**src/rtl/vga_timing_pkg.sv**
```systemverilog
// Shared VGA timing: 640x480@60 default constants, derived totals,
// the vertical phase encoding and a small window-decode helper.
package vga_timing_pkg;

    localparam int VGA_H_ACTIVE = 640;
    localparam int VGA_H_FP     = 16;
    localparam int VGA_H_SYNC   = 96;
    localparam int VGA_H_BP     = 48;
    localparam int VGA_V_ACTIVE = 480;
    localparam int VGA_V_FP     = 10;
    localparam int VGA_V_SYNC   = 2;
    localparam int VGA_V_BP     = 33;

    localparam int VGA_H_TOTAL = VGA_H_ACTIVE + VGA_H_FP + VGA_H_SYNC + VGA_H_BP;
    localparam int VGA_V_TOTAL = VGA_V_ACTIVE + VGA_V_FP + VGA_V_SYNC + VGA_V_BP;

    // Vertical phase of the frame; the numeric values are visible on the vphase port
    typedef enum logic [1:0] {
        V_ACT   = 2'd0,
        V_FRONT = 2'd1,
        V_SYNCP = 2'd2,
        V_BACK  = 2'd3
    } vphase_t;

    // True when pos lies in the half-open window [start, start+len)
    function automatic logic in_window(input int pos, input int start, input int len);
        return (pos >= start) && (pos < start + len);
    endfunction

endpackage

```
**src/rtl/vga_mod_counter.sv**
```systemverilog
// Modulo-N up counter with enable and a terminal-count flag.
// Used once for the pixel column and once for the line number.
module vga_mod_counter #(
    parameter int MODULUS = 800,
    parameter int WIDTH   = 10
) (
    input  logic             clk,
    input  logic             rst,
    input  logic             en,
    output logic [WIDTH-1:0] count,
    output logic             tc
);

    localparam logic [WIDTH-1:0] LAST = WIDTH'(MODULUS - 1);

    assign tc = (count == LAST);

    // Advance on enable, wrapping from the last value back to zero
    always_ff @(posedge clk or posedge rst) begin
        // NOTE: sequential state is always written with non-blocking assignments
        if (rst) begin
            count <= '0;
        end else if (en) begin
            count <= tc ? '0 : count + 1'b1;
        end
    end

endmodule

```
**src/rtl/vga_sync_gen.sv**
```systemverilog
// VGA sync generator: column/line counters plus registered sync, blanking,
// tick and vertical-phase outputs that all describe the presented (x, y).
// Optional feature: define VGA_FRAME_CNT_EN to build the 16-bit frame counter;
// otherwise frame_count is tied to zero.
module vga_sync_gen
    import vga_timing_pkg::*;
#(
    parameter int H_ACTIVE = VGA_H_ACTIVE,
    parameter int H_FP     = VGA_H_FP,
    parameter int H_SYNC   = VGA_H_SYNC,
    parameter int H_BP     = VGA_H_BP,
    parameter int V_ACTIVE = VGA_V_ACTIVE,
    parameter int V_FP     = VGA_V_FP,
    parameter int V_SYNC   = VGA_V_SYNC,
    parameter int V_BP     = VGA_V_BP
) (
    input  logic        VGA_clk,
    input  logic        reset,
    output logic [9:0]  xCount,
    output logic [9:0]  yCount,
    output logic        hsync,
    output logic        vsync,
    output logic        displayArea,
    output logic        line_tick,
    output logic        frame_tick,
    output logic [1:0]  vphase,
    output logic [15:0] frame_count
);

    localparam int H_TOTAL = H_ACTIVE + H_FP + H_SYNC + H_BP;
    localparam int V_TOTAL = V_ACTIVE + V_FP + V_SYNC + V_BP;

    logic       x_tc;
    logic       y_tc;
    logic [9:0] x_next;
    logic [9:0] y_next;
    vphase_t    vphase_q;

    vga_mod_counter #(.MODULUS(H_TOTAL), .WIDTH(10)) u_x_cnt (
        .clk   (VGA_clk),
        .rst   (reset),
        .en    (1'b1),
        .count (xCount),
        .tc    (x_tc)
    );

    vga_mod_counter #(.MODULUS(V_TOTAL), .WIDTH(10)) u_y_cnt (
        .clk   (VGA_clk),
        .rst   (reset),
        .en    (x_tc),
        .count (yCount),
        .tc    (y_tc)
    );

    // Position the counters will hold after the next edge; decoding this
    // lets every registered flag line up with the counters without skew
    always_comb begin
        // NOTE: defaults first so every path assigns both signals and no latch is inferred
        x_next = xCount + 10'd1;
        y_next = yCount;
        if (x_tc) begin
            x_next = '0;
            y_next = y_tc ? '0 : yCount + 10'd1;
        end
    end

    // Registered sync, visibility and tick decodes of the upcoming position
    always_ff @(posedge VGA_clk or posedge reset) begin
        if (reset) begin
            hsync       <= 1'b1;
            vsync       <= 1'b1;
            displayArea <= 1'b1;
            line_tick   <= 1'b0;
            frame_tick  <= 1'b0;
        end else begin
            hsync       <= !in_window(int'(x_next), H_ACTIVE + H_FP, H_SYNC);
            vsync       <= !in_window(int'(y_next), V_ACTIVE + V_FP, V_SYNC);
            displayArea <= (int'(x_next) < H_ACTIVE) && (int'(y_next) < V_ACTIVE);
            line_tick   <= (int'(x_next) == H_TOTAL - 1);
            frame_tick  <= (x_next == 10'd0) && (int'(y_next) == V_ACTIVE);
        end
    end

    // Vertical phase FSM: steps only on the line wrap, keyed on the new line number
    always_ff @(posedge VGA_clk or posedge reset) begin
        if (reset) begin
            vphase_q <= V_ACT;
        end else if (x_tc) begin
            case (vphase_q)
                V_ACT:   if (int'(y_next) == V_ACTIVE)                 vphase_q <= V_FRONT;
                V_FRONT: if (int'(y_next) == V_ACTIVE + V_FP)          vphase_q <= V_SYNCP;
                V_SYNCP: if (int'(y_next) == V_ACTIVE + V_FP + V_SYNC) vphase_q <= V_BACK;
                V_BACK:  if (y_next == 10'd0)                          vphase_q <= V_ACT;
                default:                                               vphase_q <= V_ACT;
            endcase
        end
    end

    assign vphase = vphase_q;

`ifdef VGA_FRAME_CNT_EN
    logic [15:0] frame_cnt_q;

    // Count completed frames one cycle after frame_tick, wrapping naturally at 16 bits
    always_ff @(posedge VGA_clk or posedge reset) begin
        if (reset) begin
            frame_cnt_q <= '0;
        end else if (frame_tick) begin
            frame_cnt_q <= frame_cnt_q + 16'd1;
        end
    end

    assign frame_count = frame_cnt_q;
`else
    assign frame_count = 16'd0;
`endif

endmodule

```
**config.mk**
```make
export PLATFORM = sky130hd
export DESIGN_NAME = vga_sync_gen
export DESIGN_NICKNAME = d
export VERILOG_FILES = /design/src/rtl/vga_timing_pkg.sv /design/src/rtl/vga_mod_counter.sv /design/src/rtl/vga_sync_gen.sv
export SDC_FILE = /design/constraint.sdc
export NUM_CORES = 1
export LEC_CHECK = 0
export CELL_PAD_IN_SITES_DETAIL_PLACEMENT = 1
export CELL_PAD_IN_SITES_GLOBAL_PLACEMENT = 2
export CORE_ASPECT_RATIO = 0.6
export CORE_UTILIZATION = 30
export DETAILED_ROUTE_END_ITERATION = 12
export GPL_ROUTABILITY_DRIVEN = 0
export GPL_TIMING_DRIVEN = 1
export PLACE_DENSITY_LB_ADDON = 0.2
export REMOVE_ABC_BUFFERS = 1
export SETUP_SLACK_MARGIN = 0.4
export SYNTH_ARGS = -nofsm -noshare
export SYNTH_HDL_FRONTEND = slang
export SYNTH_SLANG_ARGS = --single-unit
```
**constraint.sdc**
```tcl
create_clock -name VGA_clk -period 3.03 [get_ports VGA_clk]
set_input_delay 0.7575 -clock VGA_clk [delete_from_list [all_inputs] [get_ports VGA_clk]]
set_output_delay 0.7575 -clock VGA_clk [all_outputs]
set_load 0.005 [all_outputs]
```
==> key figures <==
Timing
  • RSZ-0062 raised after global routing: true
  • Pins over their slew limit: 0
  • Max-slew headroom: 59.2%
  • Slew of the pin with the lowest slew margin: 606 ps
  • Clk_skew: 3.09 ps
  • Hold Vio Cnt, Final: 0
  • Crit path time final: 2750 ps
  • Fmax achieved: 364 MHz
  • Final Hold Slack: 576 ps
  • Tcrit/Tclk final: 90.7%
  • Setup violators final: 0

Detailed routing
  • Vias/cell: 4.86
  • DR pass1 iterations: 4
  • First DRT Iteration DRCs: 58
  • Drt wl/cell: 16.2 um
  • Post-route ant nets: 0
  • Post-route DRC: 0
  • Total Wirelength: 5660 um
  • Routed vias: 1697

Min path
  • Min-delay src: u_x_cnt.count[0]$_DFF_PP0_
  • Worst Hold Class: reg2reg
  • Worst hold endpoint: u_x_cnt.count[0]$_DFF_PP0_
  • Hold Path Stages: 2

Worst setup path
  • Flop2flop setup slack: 280 ps
  • Reg2reg path depth: 8
  • Critical path endpoint category: register
  • Critical Path RT: 3200 ps
  • Crit path max fanout: 4
  • Critical R2R Capture: vphase[1]$_DFFE_PP0P_
  • Type of the worst setup path: reg2reg
  • Critical R2R Launch: u_y_cnt.count[8]$_DFF_PP0_
  • Crit path launch type: register
  • Worst Path Arrival: 2920 ps

Global routing
  • Largest net degree at the start of global routing: 28
  • Total track usage: 17.4%
  • First-pass GRT wire length: 8940 um
  • Congestion Overflow GR: 0
  • Number of global-route vias before repair: 1602
  • Initial antenna violation count: 0

Final layout
  • Fin nets: 277
  • # diodes: 0
  • Final std cells w/o fill: 349
  • Syn-to-layout area delta: 33.2%
  • Most common cell after layout, fill and taps aside: buf_4
  • Fillers: 718
  • Design Area, Final: 2550 um^2
  • Most frequent cells in the layout: buf_4, clkdlybuf4s50_1, dfrtp_1, conb_1
  • Final Util: 41.6%
  • Share of layout cells above drive strength 1: 26.8%

Run
  • Max_cap viols: 0

Run status
  • Outcome: finished, final reports clean

Place
  • DP Wirelength: 4320 um
  • Placed Area: 2370 um^2
  • IO Port Bufs: 28
  • Placed insts: 337

Floorplanning
  • Vert. Die Dim: 63.9 um
  • Die extent in x: 105 um
  • Die area: 6720 um^2
  • Core ar.: 6140 um^2
  • Num ports: 45
  • Initial Util: 31.2%
  • Cell Rows: 22

Synth
  • Synth unique cells: 56
  • Synth Register Bits: 27
  • Syn Area/Cell: 9.22 um^2
  • Most used DFF post-synth: dfrtp_1
  • Post-synthesis cell area: 1920 um^2
  • Synth warnings: 0
  • Number of synthesized flops with an enable pin: 0
  • Async S/R FF share, synth: 100%
  • Register area share after synthesis: 35.4%
  • Post-synthesis cell count: 208

Clock network
  • CTS tree: built
  • H-Tree Level Count: 1
  • TritonCTS Buffers: 3
  • Clock Latency Late Sink: 270 ps
  • Root buf cell: clkbuf_8
  • Longest Clk Path Bufs: 2
  • Hold-fix buffers, CTS: 0
  • CTS clk-pin slew, worst paths: 90 ps
  • CTS sink count: 27

Power
  • VDD IR max: 0.000151 V
  • LEAKAGE: 1.08 nW
  • Total Power: 0.000583 W
  • PwrDens: 228 nW/um^2
## Yosys cell counts, types with 2 or more instances
cell type	n	area, um^2
inv_1	13	48.8
a21oi_1	3	15.0
buf_4	17	128
o41ai_1	4	35.0
buf_6	3	33.8
ha_1	9	113
o211ai_2	2	25.0
o21ai_0	14	70.1
nand3_1	7	35.0
xor2_1	6	52.6
or3_1	2	12.5
and3_1	3	18.8
mux2_4	2	30.0
or4_1	2	15.0
a211oi_1	2	15.0
nor3_1	7	35.0
clkbuf_1	2	7.51
nand2_1	15	56.3
dfstp_2	3	78.8
xnor2_1	8	70.1
nor4_1	2	12.5
nand2_2	2	12.5
nor2_1	15	56.3
and2_1	2	12.5
nand4_1	6	37.5
dfrtp_1	24	601
a31oi_1	2	12.5
nand3b_1	3	22.5
## critical path, stage by stage (launching register included)
cell and delay (ps):
dfrtp_1 390, or4b_4 580, o41ai_1 300, a31o_1 260, nor2b_1 220, or2b_1 260
a211oi_2 200, o211ai_2 130, mux2_4 310
## kinds of logic after synthesis
family	synth area share, %
AOI/OAI and AO/OA	13.5
buffers and inverters	11.4
muxes	2.68
DFF	35.4
and+or+nand+nor	24.5
adders and majority gates	5.87
other	0.196
xor gates and xnor gates	6.40
## stage by stage
stage / setup TNS, ps / worst slack [ps]
floorplan: -6.71 / -6.71
global placement: 0 / 192
detailed placement: 0 / 179
CTS: 0 / 226
global route: 0 / 201
finish: 0 / 281
## metal layers
metal	vias to the layer above	wire, um	share of wire (%)	GRT usage (%)
li1	818	-	-	-
met1	824	3180	56	29.2
met2	53	2170	38	22.4
met3	2	302	5.3	2.65
met4	0	4	0.071	3.17
met5	-	0	0	0
## repair_timing
action | 4_1_cts | 5_1_grt
buffers inserted | 3 | 4
setup endpoints to repair | 3 | 4
endpoints found under the hold margin | 0 | 0
cloned | 0 | 1
gates resized for setup | 4 | 15
pin swaps | 3 | 4
## sequential cells by signal (all words and copies together) (netlist names)
| signal | flops |
|---|---|
| hsync | 1 |
| displayArea | 1 |
| line_tick | 1 |
| u_x_cnt.count | 10 |
| vsync | 1 |
| frame_tick | 1 |
| u_y_cnt.count | 10 |
| vphase | 2 |
## how the worst max path moves through the flow
stage | startpoint | to | slack, ps | cells past startpoint
floorplan | u_x_cnt.count[5]$_DFF_PP0_ | vphase[1]$_DFFE_PP0P_ | -7 | 8
global placement | u_y_cnt.count[7]$_DFF_PP0_ | vphase[1]$_DFFE_PP0P_ | 190 | 8
detailed placement | u_y_cnt.count[7]$_DFF_PP0_ | vphase[1]$_DFFE_PP0P_ | 180 | 8
CTS | u_y_cnt.count[8]$_DFF_PP0_ | vphase[1]$_DFFE_PP0P_ | 230 | 8
global route | u_y_cnt.count[8]$_DFF_PP0_ | vphase[1]$_DFFE_PP0P_ | 200 | 8
finish | u_y_cnt.count[8]$_DFF_PP0_ | vphase[1]$_DFFE_PP0P_ | 280 | 8
## where the power goes
part | switching [W] | leakage, nW | internal, W
clock | 0.000114 | 0.0228 | 0.0000943
sequential | 0 | 0.347 | 0.000360
combinational | 0.0000121 | 0.713 | 0.00000207
total | 0.000126 | 1.08 | 0.000457
## area by class of cell
type	count	area, um^2	area share (%)
Clock buffer	4	45.0	1.76
Timing Repair Buffer	59	513	20.1
Multi-Input combinational cell	162	1160	45.3
Sequential cell	27	684	26.8
Inverter	13	48.8	1.91
Tap cell	84	105	4.12
Note: power is estimated with default switching activity, not from simulation.
